[src/rtl/fp_div_iter_pkg.sv]
// Shared types and constants for the iterative single-precision divider.
package fp_div_iter_pkg;

  typedef enum logic [2:0] {
    IDLE,
    DIVIDE,
    ROUND,
    DONE,
    SPECIAL_DONE
  } fp_div_state_t;

  typedef struct packed {
    logic        sign;
    logic [7:0]  exp;
    logic [22:0] frac;
  } fp32_t;

  localparam logic [31:0] FP_CANON_NAN = 32'h7FC00000;
  localparam logic [31:0] FP_POS_INF   = 32'h7F800000;
  localparam int unsigned FP_EXP_BIAS  = 127;
  localparam int unsigned FP_DIV_QBITS = 27;
  localparam int unsigned FP_MANT_W    = 24;
  localparam int unsigned FP_EXP_W     = 10;
  localparam int unsigned FP_REM_W     = 26;

endpackage

[src/rtl/fp_div_round.sv]
// Normalizes the raw quotient, rounds to nearest-even and clamps to the
// single-precision range (overflow to inf, underflow flushed to zero).
module fp_div_round
  import fp_div_iter_pkg::*;
(
  input  logic [FP_DIV_QBITS-1:0]    q_i,
  input  logic                       rem_nz_i,
  input  logic signed [FP_EXP_W-1:0] exp_i,
  input  logic                       sign_i,
  output logic [31:0]                result_c_o
);

  logic [FP_MANT_W-1:0]       mant;
  logic                       guard;
  logic                       sticky;
  logic                       round_up;
  logic [FP_MANT_W:0]         mant_r;
  logic [FP_MANT_W-2:0]       frac_f;
  logic signed [FP_EXP_W-1:0] exp_n;
  logic signed [FP_EXP_W-1:0] exp_f;

  always_comb begin
    mant       = '0;
    guard      = 1'b0;
    sticky     = 1'b0;
    exp_n      = exp_i;
    frac_f     = '0;
    exp_f      = exp_i;
    result_c_o = '0;

    // Quotient lies in [2^25, 2^27); the top bit decides the binade.
    if (q_i[26]) begin
      mant   = q_i[26:3];
      guard  = q_i[2];
      sticky = (|q_i[1:0]) | rem_nz_i;
    end else begin
      mant   = q_i[25:2];
      guard  = q_i[1];
      sticky = q_i[0] | rem_nz_i;
      exp_n  = exp_i - 10'sd1;
    end

    round_up = guard & (sticky | mant[0]);
    mant_r   = {1'b0, mant} + 25'(round_up);

    if (mant_r[24]) begin
      frac_f = mant_r[23:1];
      exp_f  = exp_n + 10'sd1;
    end else begin
      frac_f = mant_r[22:0];
      exp_f  = exp_n;
    end

    if (exp_f >= 10'sd255) begin
      result_c_o = FP_POS_INF | {sign_i, 31'd0};
    end else if (exp_f <= 10'sd0) begin
      result_c_o = {sign_i, 31'd0};
    end else begin
      result_c_o = {sign_i, exp_f[7:0], frac_f};
    end
  end

endmodule

[src/rtl/fp_div_iter.sv]
// Iterative IEEE-754 single-precision divider: restoring division resolving
// ITER_PER_CYCLE quotient bits per clock, then round-to-nearest-even.
module fp_div_iter
  import fp_div_iter_pkg::*;
#(
  parameter int unsigned ITER_PER_CYCLE = 1
) (
  input  logic        clk,
  input  logic        rst,
  input  logic        start_valid,
  output logic        start_ready,
  input  logic [31:0] op1,
  input  logic [31:0] op2,
  output logic        result_valid,
  input  logic        result_ready,
  output logic [31:0] result,
  output logic        div_by_zero
);

  localparam int unsigned N_CYC = FP_DIV_QBITS / ITER_PER_CYCLE;
  localparam int unsigned CNT_W = 5;

  fp_div_state_t              state_q, state_d;
  logic [FP_REM_W-1:0]        rem_q, rem_d;
  logic [FP_DIV_QBITS-1:0]    quo_q, quo_d;
  logic [FP_MANT_W-1:0]       m2_q, m2_d;
  logic [CNT_W-1:0]           cnt_q, cnt_d;
  logic signed [FP_EXP_W-1:0] exp_q, exp_d;
  logic                       sign_q, sign_d;
  logic [31:0]                result_q, result_d;
  logic                       dbz_q, dbz_d;

  fp32_t       a, b;
  logic        nan_a, nan_b, inf_a, inf_b, zero_a, zero_b;
  logic        special;
  logic [31:0] spec_res;
  logic        spec_dbz;
  logic [31:0] rounded_c;

  // Special-operand classification; exponent 0 counts as zero.
  always_comb begin
    a        = fp32_t'(op1);
    b        = fp32_t'(op2);
    nan_a    = (&a.exp) & (|a.frac);
    nan_b    = (&b.exp) & (|b.frac);
    inf_a    = (&a.exp) & ~(|a.frac);
    inf_b    = (&b.exp) & ~(|b.frac);
    zero_a   = ~(|a.exp);
    zero_b   = ~(|b.exp);
    special  = nan_a | nan_b | inf_a | inf_b | zero_a | zero_b;
    spec_dbz = 1'b0;
    if (nan_a | nan_b | (zero_a & zero_b) | (inf_a & inf_b)) begin
      spec_res = FP_CANON_NAN;
    end else if (inf_a) begin
      spec_res = FP_POS_INF | {a.sign ^ b.sign, 31'd0};
    end else if (inf_b) begin
      spec_res = {a.sign ^ b.sign, 31'd0};
    end else if (zero_b) begin
      spec_res = FP_POS_INF | {a.sign ^ b.sign, 31'd0};
      spec_dbz = 1'b1;
    end else begin
      spec_res = {a.sign ^ b.sign, 31'd0};
    end
  end

  fp_div_round u_round (
    .q_i        (quo_q),
    .rem_nz_i   (|rem_q),
    .exp_i      (exp_q),
    .sign_i     (sign_q),
    .result_c_o (rounded_c)
  );

  always_ff @(posedge clk) begin
    if (rst) begin
      state_q  <= IDLE;
      rem_q    <= '0;
      quo_q    <= '0;
      m2_q     <= '0;
      cnt_q    <= '0;
      exp_q    <= '0;
      sign_q   <= 1'b0;
      result_q <= '0;
      dbz_q    <= 1'b0;
    end else begin
      state_q  <= state_d;
      rem_q    <= rem_d;
      quo_q    <= quo_d;
      m2_q     <= m2_d;
      cnt_q    <= cnt_d;
      exp_q    <= exp_d;
      sign_q   <= sign_d;
      result_q <= result_d;
      dbz_q    <= dbz_d;
    end
  end

  logic [FP_REM_W-1:0]     rem_t;
  logic [FP_DIV_QBITS-1:0] quo_t;

  always_comb begin
    state_d  = state_q;
    rem_d    = rem_q;
    quo_d    = quo_q;
    m2_d     = m2_q;
    cnt_d    = cnt_q;
    exp_d    = exp_q;
    sign_d   = sign_q;
    result_d = result_q;
    dbz_d    = dbz_q;
    rem_t    = rem_q;
    quo_t    = quo_q;

    unique case (state_q)
      IDLE: begin
        if (start_valid) begin
          if (special) begin
            result_d = spec_res;
            dbz_d    = spec_dbz;
            state_d  = SPECIAL_DONE;
          end else begin
            rem_d   = FP_REM_W'({1'b1, a.frac});
            m2_d    = {1'b1, b.frac};
            quo_d   = '0;
            cnt_d   = '0;
            exp_d   = 10'(a.exp) - 10'(b.exp) + 10'(FP_EXP_BIAS);
            sign_d  = a.sign ^ b.sign;
            state_d = DIVIDE;
          end
        end
      end
      DIVIDE: begin
        // Remainder stays below 2*m2, so one compare/subtract per bit.
        for (int i = 0; i < int'(ITER_PER_CYCLE); i++) begin
          if (rem_t >= FP_REM_W'(m2_q)) begin
            rem_t = rem_t - FP_REM_W'(m2_q);
            quo_t = {quo_t[FP_DIV_QBITS-2:0], 1'b1};
          end else begin
            quo_t = {quo_t[FP_DIV_QBITS-2:0], 1'b0};
          end
          rem_t = {rem_t[FP_REM_W-2:0], 1'b0};
        end
        rem_d = rem_t;
        quo_d = quo_t;
        cnt_d = cnt_q + 5'd1;
        if (cnt_q == CNT_W'(N_CYC - 1)) begin
          state_d = ROUND;
        end
      end
      ROUND: begin
        result_d = rounded_c;
        dbz_d    = 1'b0;
        state_d  = DONE;
      end
      DONE, SPECIAL_DONE: begin
        if (result_ready) begin
          state_d = IDLE;
        end
      end
      default: state_d = IDLE;
    endcase
  end

  assign start_ready  = (state_q == IDLE);
  assign result_valid = (state_q == DONE) || (state_q == SPECIAL_DONE);
  assign result       = result_q;
  assign div_by_zero  = dbz_q;

endmodule

[config.mk]
export PLATFORM = sky130hd
export DESIGN_NAME = fp_div_iter
export DESIGN_NICKNAME = d
export VERILOG_FILES = /design/src/rtl/fp_div_iter_pkg.sv /design/src/rtl/fp_div_round.sv /design/src/rtl/fp_div_iter.sv
export SDC_FILE = /design/constraint.sdc
export NUM_CORES = 1
export LEC_CHECK = 0
export BUFFER_PORTS_ARGS = -buffer_cell sky130_fd_sc_hd__buf_4
export CORE_ASPECT_RATIO = 1.4
export CORE_UTILIZATION = 30
export CTS_CLUSTER_DIAMETER = 40
export DETAILED_ROUTE_END_ITERATION = 6
export PLACE_DENSITY = 0.51
export SETUP_SLACK_MARGIN = 0.4
export SLEW_MARGIN = 20
export SYNTH_ARGS = -nofsm -noshare
export SYNTH_HDL_FRONTEND = slang
export SYNTH_HIERARCHICAL = 1
export SYNTH_SLANG_ARGS = --single-unit
[constraint.sdc]
create_clock -name clk -period 7.1 [get_ports clk]
set_input_delay 0.71 -clock clk [delete_from_list [all_inputs] [get_ports clk]]
set_output_delay 0.71 -clock clk [all_outputs]
set_load 0.005 [all_outputs]
-- After elaboration in Yosys (flattened, before gate mapping)
Cells that the tools add are included.
- add/subtract/negate cells: 7
- magnitude comparators: 3
- equal/unequal tests: 10
- multiplexer cells: 38
- bitwise logic cells: 23
- reductions and logical operators: 17
- operator list (operator ; number):
    $mux 31 ; 5
    $mux 32 ; 3
    $pmux 32 s2 ; 1
    $mux 27 ; 2
    $pmux 27 s2 ; 1
    $mux 26 ; 2
    $pmux 26 s2 ; 1
    $reduce_or 23->1 ; 2
    $ge 26x24->1 ; 1
    $reduce_or 26->1 ; 1
    $add 24x1->25 ; 1
    $mux 25 ; 1
    $sub 25x24->25 ; 1
    $mux 24 ; 1
    $mux 23 ; 1
    $mux 10 ; 2
    $reduce_and 8->1 ; 2
    $reduce_or 8->1 ; 2
    $mux 3 ; 4
    $pmux 3 s4 ; 1
    $reduce_and 3->1 ; 4
    $add 10x2->10 const B ; 1
    $add 9x8->10 const B ; 1
    $ge 10x9->1 const B ; 1
    22 further kinds ; 56
- flip-flop bits (word level): 129
- bits of input ports: 68
- output and inout bits: 35

-- Longest topological paths before layout
- depth after elaboration: 11
- depth in mapped cells: 21
- gate-level depth less buffers: 13

-- Modules after synthesis
Netlist, hierarchy kept.
- modules (own cells, without submodules) (module ; instances ; cells an instance ; area each (um^2)):
    fp_div_iter ; 1 ; 898 ; 7101.8
    fp_div_round ; 1 ; 339 ; 2267.2

-- Worst setup path after synthesis
OpenSTA, ideal clock, no wires.
- path type: reg-to-reg
- from: reg quo_q[26]
- to: reg result_q[22] (netlist: result[22])
- library setup time: 0.070 ns
- data arrival time: 5.088 ns
- setup slack: 1.941 ns
- cell stages (with the launch flop): 21
- buffers on the path: 7
- path through: dfxtp_1 buf_6 clkbuf_1 clkbuf_1 buf_1 clkbuf_1 nand2_1 a21boi_0 ha_1 nand2_1 or4_1 buf_2 or4b_4 a2111oi_4 xor2_2 o31ai_2 buf_6 nor4_2 nand2b_1 nand3_1 a21oi_1
- word-level cells in the longest chain between the ends: 9
- elaborated cells between the ends (all ways): 15
- classes of those cells: add/sub: 2; order compare: 2; mux: 9; bitwise: 2
- RTL lines (element ; line ; text):
    start, declared ; fp_div_iter.sv:25 ; logic [FP_DIV_QBITS-1:0] quo_q, quo_d;
    start signal, assigned ; fp_div_iter.sv:88 ; quo_q <= quo_d;
    $mux 1 or $mux 24 (tied branches) ; fp_div_round.sv:32 ; if (q_i[26]) begin
    $or 1x1->1 ; fp_div_round.sv:43 ; round_up = guard & (sticky | mant[0]);
    $and 1x1->1 ; fp_div_round.sv:43 ;
    $add 24x1->25 ; fp_div_round.sv:44 ; mant_r = {1'b0, mant} + 25'(round_up);
    $mux 10 ; fp_div_round.sv:46 ; if (mant_r[24]) begin
    $le 10x1->1 ; fp_div_round.sv:56 ; end else if (exp_f <= 10'sd0) begin
    $mux 31 ; fp_div_round.sv:56 ;
    $mux 31 (*) ; fp_div_round.sv:54 ; if (exp_f >= 10'sd255) begin
    net rounded_c[22] ; fp_div_iter.sv:38 ; logic [31:0] rounded_c;
    $pmux 32 s2 (*) ; fp_div_iter.sv:114 ; unique case (state_q)
    end signal, assigned ; fp_div_iter.sv:93 ; result_q <= result_d;
    end, declared ; fp_div_iter.sv:30 ; logic [31:0] result_q, result_d;
Mark *: on every way through the listed nets, which the timed path passes. The rest lies on a longest branch.
A chain may end at the register's enable or synchronous reset.

-- Worst setup path after layout
- from: reg quo_q[26]
- to: reg result_q[13] (netlist: result[13])
Same word-level chain as after synthesis.

==> results.md <==
- Req. time, crit path: 7390 ps
- WHS Endpoint: result[22]
- Post-Route Skew: 9.07 ps
- WL/cell: 17.3 um
- Slowest CP cell: dfxtp_2
- Share of layout cells above drive strength 1: 14.5%
- CP top delay family: simple AND/OR/NAND/NOR gates
- # IOs: 103
- Gr usage total: 19.0%
- Routing usage on met3: 2.92%
- Mux share of post-synthesis cell area: 5.15%
- Syn_area_per_cell: 7.57 um2
- DRT Wirelength: 29.3 mm
- Crit path launch: quo_q[26]
- Clock sinks: 129
- TritonCTS clock tree: done
- Die Y: 211 um
- Clock transition at path regs: 60 ps
- Largest family of logic cells by synthesized area: simple AND/OR/NAND/NOR gates
- Ant diodes: 0
- Async SR Flop Fraction: 0%
- Sequential Area: 2580 um2
- R2R cell count: 12
- DRC Markers: 0
- Hold_sp: result[22]
- NumNets Final: 1399
- Fin crit share: 68.2%
- RSZ-0062 raised after global routing: false
- Top Usage Layer GRT: met2
- Multi-input logic area: 6220 um2
- Max FO, Critical Path: 38
- FP Rows: 76
- Placer Congestion: 0.884
- Peak supply drop: 0.274 mV
- Hold Crit Depth: 2
- Clk Latency, worst-skew pair: 440 ps
- Die width: 151 um
- Total vias in the final route: 9097
- Htree depth: 4
- Most frequent cells in the layout: nand2_1 (154), dfxtp_1 (128), buf_4 (117)
- Synth-to-layout area growth: 18.0%
- Largest net degree at the start of global routing: 70
- Worst slew pin tran: 1120 ps
- Cell repeated most along the worst path: nand2_1
- Initial DRC count: 526
- Setup repair bufs after CTS: 0
- Unique masters post-synth: 79
- Fraction of the mapped netlist area in compound gates: 21.6%
- Post-Syn Area: 9370 um2
- Run status: complete, no violations
- Fill cells: 3217
- Max incr delay on CP: 870 ps
- CP bufs+invs: 0
- Slew HR: 24.7%
- CTS Hold Bufs: 0
- Pwr/cell area: 446 nW/um2
- Core area: 30700 um2
- Initial antenna violation count: 0
- Critical path cell sequence: nand2_1 > a21boi_0 > ha_1 > nand2_1 > or4_1 > or4b_4 > or3_1 > nand2_1 > o2111a_1 > nor4_1 > a22oi_1 > nor2_1
- Yosys reg bits: 129
- Post-synth net total: 1345
- Tmin final: 4840 ps
- Initial DRT Pass Iterations: 5
- Worst r2r dst: result[13]
- # Max-Cap Violations: 0
- Worst Path Arrival: 5130 ps
- Global-route track usage on met1: 21.8%
- DP Area: 10400 um2
- DP Wirelength: 21.8 mm
- Final Util: 36.0%
- GR Util met2: 34.9%
- R2r startpoint: quo_q[26]
- CTS Buffer Depth: 2
- Setup TNS: 0 ps
- Ys flop type: dfxtp_1
- Number of enable flip-flop cells after synthesis: 0
- Commonest non-fill, non-tap cell in the layout: nand2_1
- Root Buffer: clkbuf_16
- Die Footprint: 32000 um2
- Starting Density: 30.5%
- CP Capture Type: register
- Vias per Instance: 5.37
- Yosys warnings: 6
- Xor and xnor area share after synthesis: 7.09%
- Clock buffer count from CTS: 17
- CP Launch Type: register
- Final Instance Area: 11100 um2
- PostCTS Resize Cnt: 0
- Adder-cell share of the synthesized area: 5.50%
- Post-DRT Antenna Nets: 0
- PortBufs: 102
- Grt ovf: 0
- Slew Viols, Final: 0
- Final Setup Violations: 0
- Syn Inst Count: 1237
- WS Path Type: reg2reg
- Vias in the first global route: 8835
- Leakage: 3.96 nW
- Seq/Total Area, Yosys: 27.6%
- Register-to-register setup slack: 2260 ps
- Global-route wire length before repair: 47.4 mm
- Simple-Gate Fraction of Synth Area: 27.0%
- Max Fclk: 207 MHz
- Final Hold Viols: 0
- Hold Path Class: reg2reg
## worst register-to-register path, delay by kind of cell (launching register included)
family,cells,cell delay (ps)
compound gates,3,1290
fa+ha+maj,1,210
simple gates,8,2330
flops,1,870
## metal layers
layer	wire length (um)	share of wire [%]
met1	12100	41
met2	15500	53
met3	982	3.3
met4	797	2.7
met5	0	0
## cells by family after synthesis
| family | count (synthesis) |
|---|---|
| AOI/OAI and AO/OA | 307 |
| muxes | 48 |
| and+or+nand+nor | 500 |
| DFF | 129 |
| xor gates and xnor gates | 75 |
| adders and majority gates | 40 |
| buffers and inverters | 138 |
## synth_stat cells (5+ instances only)
cell type | number | area [um2]
and3_1 | 6 | 37.5
o22ai_1 | 14 | 87.6
nand2b_1 | 10 | 62.6
o21ai_0 | 33 | 165
nand4_1 | 33 | 206
xor2_1 | 29 | 254
o21bai_1 | 8 | 60.1
a21o_1 | 10 | 75.1
nor4_2 | 11 | 138
mux2i_1 | 46 | 460
nand2_1 | 154 | 578
nor2b_1 | 9 | 56.3
buf_2 | 16 | 80.1
a31oi_1 | 10 | 62.6
buf_1 | 12 | 45.0
nand3b_1 | 5 | 37.5
or3_1 | 13 | 81.3
nor2_1 | 95 | 357
and2_1 | 8 | 50.1
a31o_2 | 9 | 78.8
a211oi_1 | 17 | 128
and4_1 | 5 | 43.8
nor4_1 | 37 | 231
nand3_1 | 54 | 270
o21a_1 | 10 | 75.1
nor3_1 | 36 | 180
a21oi_1 | 102 | 510
dfxtp_1 | 129 | 2580
xnor2_1 | 45 | 394
ha_1 | 38 | 475
clkbuf_1 | 48 | 180
or2_2 | 5 | 31.3
a22oi_1 | 39 | 293
inv_1 | 56 | 210
o211ai_1 | 8 | 60.1
## power breakdown
part	leakage [nW]	switching, mW	internal, mW
Clock	0.324	0.355	0.668
Combinational	2.59	1.73	1.15
Sequential	1.05	0.166	0.864
## cell type report
type,count,area share [%]
clock buffer,19,4.00
clock inverter,13,2.09
inverter,56,1.90
multi-input combinational,970,56.3
sequential,129,23.4
tap,390,4.41
timing repair buffer,117,7.94
## registers in the layout, indices dropped and copies added (netlist names)
name,flops
div_by_zero,1
sign_q,1
state_q,3
result,32
quo_q,27
cnt_q,5
rem_q,26
m2_q,24
exp_q,10
## stage by stage
step / hold WS, ps / setup slack, ps / cells / power (mW)
after floorplan: 429 / 1940 / 1237 / 3.25
after global placement: 445 / 2350 / 1662 / 3.92
after detailed placement: 449 / 2260 / 1662 / 3.92
after CTS: 456 / 2230 / 1694 / 4.96
after global routing: 473 / 1750 / 1694 / 5.32
final: 450 / 2260 / 1694 / 4.93
## worst max path at each step
stage          slack, ps          to  depth (start not counted)
2_1_floorplan       1940  result[22]                         20
3_3_place_gp        2350  result[22]                         13
3_5_place_dp        2260  result[22]                         13
4_1_cts             2230  result[22]                         13
5_1_grt             1750  result[19]                         12
6_report            2260  result[13]                         12
Note: power is estimated with default switching activity, not from simulation.
